<file path="config.mk">
export PLATFORM = sky130hd
export DESIGN_NAME = conv1d_sequencer
export DESIGN_NICKNAME = d
export VERILOG_FILES = /design/src/rtl/conv1d_sequencer.sv
export SDC_FILE = /design/constraint.sdc
export NUM_CORES = 1
export LEC_CHECK = 0
export BUFFER_PORTS_ARGS = -buffer_cell sky130_fd_sc_hd__buf_2
export CORE_UTILIZATION = 24
export DETAILED_ROUTE_END_ITERATION = 12
export PLACE_DENSITY = 0.44
export SETUP_SLACK_MARGIN = 0.4
export SLEW_MARGIN = 15
export SYNTH_ARGS = -nofsm -noshare
export SYNTH_HDL_FRONTEND = slang
export SYNTH_SLANG_ARGS = --single-unit
</file>
<file path="constraint.sdc">
create_clock -name clk -period 3.3 [get_ports clk]
set_clock_uncertainty 0.05 [all_clocks]
set_input_delay 0.33 -clock clk [delete_from_list [all_inputs] [get_ports clk]]
set_output_delay 0.33 -clock clk [all_outputs]
set_load 0.02 [all_outputs]
</file>
<file path="src/rtl/conv1d_sequencer.sv">
// conv1d_sequencer: drives conv1d commands per output position and streams accumulators out
module conv1d_sequencer #(
  parameter int INT32_SIZE = 32,
  parameter int KERNEL_LENGTH = 8,
  parameter int TIMEOUT_CYC = 4096,
  parameter logic [6:0] NOP_CMD = 7'h7F
) (
  input  logic clk,
  input  logic rst_n,
  input  logic start,
  input  logic abort,
  input  logic [INT32_SIZE-1:0] cfg_offset,
  input  logic [INT32_SIZE-1:0] cfg_depth,
  input  logic [15:0] cfg_out_len,
  output logic cv_en,
  output logic [6:0] cv_cmd,
  output logic [INT32_SIZE-1:0] cv_inp0,
  output logic [INT32_SIZE-1:0] cv_inp1,
  input  logic [INT32_SIZE-1:0] cv_ret,
  output logic res_valid,
  input  logic res_ready,
  output logic [INT32_SIZE-1:0] res_data,
  output logic [15:0] res_idx,
  output logic refill_req,
  output logic [$clog2(KERNEL_LENGTH)-1:0] refill_slot,
  input  logic refill_ack,
  output logic busy,
  output logic error
);
  localparam int CW = $clog2(TIMEOUT_CYC + 1);
  typedef enum logic [3:0] {IDLE, FIN, CFG_OFF, CFG_DEP, SET_X, RUN, POLL, CHK, RD, CAP, OUT, REFILL} state_t;
  state_t state, next;
  logic [INT32_SIZE-1:0] offset, depth;
  logic [15:0] out_len, x, slot_w;
  logic [CW-1:0] cnt;
  logic go, last, timeout;
  assign go = start && !abort && state == IDLE;
  assign slot_w = x % 16'(KERNEL_LENGTH);
  assign last = x == out_len - 16'd1;
  assign timeout = cnt == CW'(TIMEOUT_CYC);
  assign cv_en = 1'b1;
  assign cv_inp0 = '0;
  assign refill_slot = slot_w[$clog2(KERNEL_LENGTH)-1:0];
  always_ff @(posedge clk) begin
    if (!rst_n) state <= IDLE;
    else state <= next;
  end
  always_comb begin
    next = state;
    if (abort) next = IDLE;
    else
      case (state)
        IDLE:    if (start) next = cfg_out_len == 16'd0 ? FIN : CFG_OFF;
        FIN:     next = IDLE;
        CFG_OFF: next = CFG_DEP;
        CFG_DEP: next = SET_X;
        SET_X:   next = RUN;
        RUN:     next = POLL;
        POLL:    next = CHK;
        CHK:     next = cv_ret[0] ? RD : timeout ? IDLE : POLL;
        RD:      next = CAP;
        CAP:     next = OUT;
        OUT:     if (res_ready) next = last ? IDLE : REFILL;
        REFILL:  if (refill_ack) next = SET_X;
        default: next = IDLE;
      endcase
  end
  always_comb begin
    cv_cmd = state == CFG_OFF ? 7'd3 : state == CFG_DEP ? 7'd5 : state == SET_X ? 7'd8 :
             state == RUN ? 7'd6 : state == POLL ? 7'd9 : state == RD ? 7'd7 : NOP_CMD;
    cv_inp1 = state == CFG_OFF ? offset : state == CFG_DEP ? depth :
              state == SET_X ? INT32_SIZE'(slot_w) : '0;
    res_valid = state == OUT && !abort;
    refill_req = state == REFILL && !abort;
    busy = state != IDLE;
  end
  always_ff @(posedge clk) begin
    if (!rst_n) begin
      offset <= '0;
      depth <= '0;
      out_len <= '0;
      x <= '0;
      cnt <= '0;
      error <= 1'b0;
      res_data <= '0;
      res_idx <= '0;
    end else begin
      if (go) begin
        offset <= cfg_offset;
        depth <= cfg_depth;
        out_len <= cfg_out_len;
        x <= '0;
        error <= 1'b0;
      end
      if (state == RUN) cnt <= '0;
      if (state == CHK && !abort && !cv_ret[0]) begin
        if (timeout) error <= 1'b1;
        else cnt <= cnt + 1'b1;
      end
      if (state == CAP) begin
        res_data <= cv_ret;
        res_idx <= x;
      end
      if (state == REFILL && refill_ack && !abort) x <= x + 16'd1;
    end
  end
endmodule
</file>
==> flow_metrics.tcl <==
set metrics [dict create \
    r2r_start "state[2]$_SDFFE_PP0P_" \
    cp.depth 5 \
    crit_start "state[1]$_SDFFE_PP0P_" \
    end_kind "output pin" \
    grt_max_degree 92 \
    start_kind "flip-flop" \
    cts_tree "done" \
    synth.cells.most_frequent "289 x nand2_1, 162 x dfxtp_1, 89 x a21boi_1" \
    cts_made_buffers 17 \
    register_area_sq_mm 0.00324 \
    arrival_ns 2.20 \
    ant_nets 0 \
    tightest_slew_ns 0.845 \
    synth_top_area_share_pct 41.8 \
    yosysMostFrequentCell "nand2_1" \
    powerDensity_mw_per_mm2 464 \
    crit_chain "nand2_1 > nor3_2 > buf_4 > a22o_1 > buf_2" \
    critPathTopFamily "flip-flops" \
    postCtsResizedCells 0 \
    drive_gt1_share_pct 23.4 \
    placed_cell_area_sq_mm 0.00905 \
    clock_latency_ns 0.43 \
    cts_hold_buf 0 \
    clockBufferDepth 2 \
    synth_area_sq_mm 0.00775 \
    slew_headroom_pct 42.2 \
    antenna_found_initial 7 \
    syn_avg_cell_area_sq_um 7.99 \
    ys_types 55 \
    synth.area.top_cells "dfxtp_1 42%, nand2_1 14%, a21boi_1 8.6%" \
    drtIter0Drc 267 \
    areaGrowthSynthToFinish_pct 24.7 \
    ff2ff_path_depth 5 \
    drt-total-wl_microns 22700 \
    synthFlopType "dfxtp_1" \
    drc 0 \
    synth_cells 970 \
    synth_top_cell_by_area "dfxtp_1" \
    slew_violations 0 \
    avgRoutedWirePerCell_microns 14.5 \
    hp-class "in2reg" \
    dp_hpwl_microns 15800 \
    rows 65 \
    cp_num_buf_inv 2 \
    die_area_sq_mm 0.0330 \
    nets 1270 \
    portBuffers 211 \
    gp_congestion 0.812 \
    multiInputGateArea_sq_mm 0.00410 \
    p_total_mw 4.48 \
    num-fill-cells 3498 \
    grt_pass1_wl_microns 36000 \
    cp-endpoint "cv_inp1[21]" \
    synth-seq-cells 162 \
    r2r_end "depth[29]$_SDFFE_PN0P_" \
    finalSetupViolCount 0 \
    period_share_pct 78.3 \
    viasPerCell 4.42 \
    clock_sinks 162 \
    via_count 6914 \
    p_leak_nw 4.00 \
    vdd_ir_drop_max_uv 353 \
    ys_seq_area_share_pct 41.8 \
    post-cts-setup-buffers 0 \
    clk_pin_slew_worst_paths_ns 0.08 \
    htreeDepth 4 \
    io_pins 245 \
    required_ns 2.92 \
    grt.overflow.total 0 \
    r2r_slack_ns 0.83 \
    grtUsageTotal_pct 13.7 \
    synth_edf_count 0 \
    slowest_delay_ns 0.58 \
    first_pass_iters 5 \
    yosysWarnings 0 \
    die_w_microns 182 \
    critPathKind "reg2out" \
    path_max_fanout 29 \
    stdcell_area_sq_mm 0.00967 \
    design.core.area_sq_mm 0.0316 \
    rsz0062_at_grt "false" \
    period_needed_ns 2.58 \
    clockRootBuffer "clkbuf_16" \
    finalHoldViolations 0 \
    status "finished, final reports clean" \
    layout.core_utilization_pct 30.6 \
    fin_cells 1564 \
    grt_pass1_vias 6661 \
    slowest_stage "dfxtp_1" \
    start_util_pct 24.5 \
    maxClockFrequency_ghz 0.387 \
    async_flop_share_pct 0 \
    chipHeight_microns 182 \
    placed_cells 1531 \
    fin_tns_setup_ns 0 \
    cap_violations 0 \
]
[how the worst min path moves through the flow]
| stage | start | endpoint | slack, ns | cells past startpoint |
|---|---|---|---|---|
| 5_1_grt | cv_ret[11] | res_data[11]$_SDFFE_PN0P_ | 0.06 | 3 |
| 3_3_place_gp | res_data[26]$_SDFFE_PN0P_ | res_data[26]$_SDFFE_PN0P_ | 0.39 | 2 |
| 4_1_cts | cfg_offset[20] | offset[20]$_SDFFE_PN0P_ | 0.05 | 3 |
| 3_5_place_dp | res_data[26]$_SDFFE_PN0P_ | res_data[26]$_SDFFE_PN0P_ | 0.39 | 2 |
| 6_report | cfg_offset[20] | offset[20]$_SDFFE_PN0P_ | 0.07 | 3 |
| 2_1_floorplan | offset[13]$_SDFFE_PN0P_ | offset[13]$_SDFFE_PN0P_ | 0.38 | 2 |
[worst reg2reg max path: cells and delay by family, from the launching register on]
family                 cells  cell delay (ns)
AO/OA/AOI/OAI              1             0.07
AND/OR/NAND/NOR            3             1.42
buffers and inverters      1             0.35
flip-flops                 1             0.47
[kinds of logic after synthesis]
family,after synthesis,synth area share (%)
flops,162,41.8
mux,5,0.662
fa+ha+maj,4,0.646
buf+inv,106,7.07
xor+xnor,25,2.82
other cells,2,0.0969
simple gates,439,25.3
compound gates,227,21.6
[metal layers]
layer  routed length (microns)  track usage (%)  vias to the layer above
li1                          -                -                     3578
met1                     10400             17.5                     3136
met2                     10400             22.0                      165
met3                      1540             4.71                       23
met4                       187             3.15                       12
met5                        80                0                        -
[where the power goes]
group          internal (mW)  switching (mW)
combinational          0.167           0.234
sequential              2.00          0.0337
clock                   1.04            1.01
[cells in the final DEF, fill, tap and decap left out, types with 9 or more instances in the layout]
| cell | count |
|---|---|
| xnor2_1 | 13 |
| a22o_1 | 30 |
| dfxtp_1 | 162 |
| conb_1 | 33 |
| clkbuf_16 | 17 |
| nor4_1 | 12 |
| or3_1 | 10 |
| inv_1 | 9 |
| buf_4 | 14 |
| nor2_1 | 32 |
| nand2_1 | 288 |
| nand3_1 | 12 |
| nor3_1 | 11 |
| o21ai_0 | 17 |
| xor2_1 | 12 |
| a21oi_1 | 14 |
| and2_1 | 13 |
| a21boi_0 | 47 |
| and3_1 | 15 |
| a21boi_1 | 89 |
| buf_2 | 210 |
[stage by stage]
step	setup slack, ns	hold slack, ns
global placement	0.873	0.388
detailed placement	0.822	0.392
global route	0.578	0.0600
finish	0.715	0.0695
CTS	0.695	0.0487
floorplan	1.02	0.385
[area by class of cell]
cell class                 instances  share of cell area, %
antenna                            1                 0.0259
sequential                       162                   33.5
tap                              402                   5.20
clock buffer                      17                   4.40
inverter                           9                  0.349
multi-input combinational        733                   42.4
clock inverter                    15                   1.92
timing repair buffer             225                   12.2
[state kept, by name, summed over array words and instances, names as in the netlist]
register  cells
res_data     32
x            16
res_idx      16
state         4
cnt          13
depth        32
out_len      16
error         1
offset       32
Power figures use the tool's default switching activity.
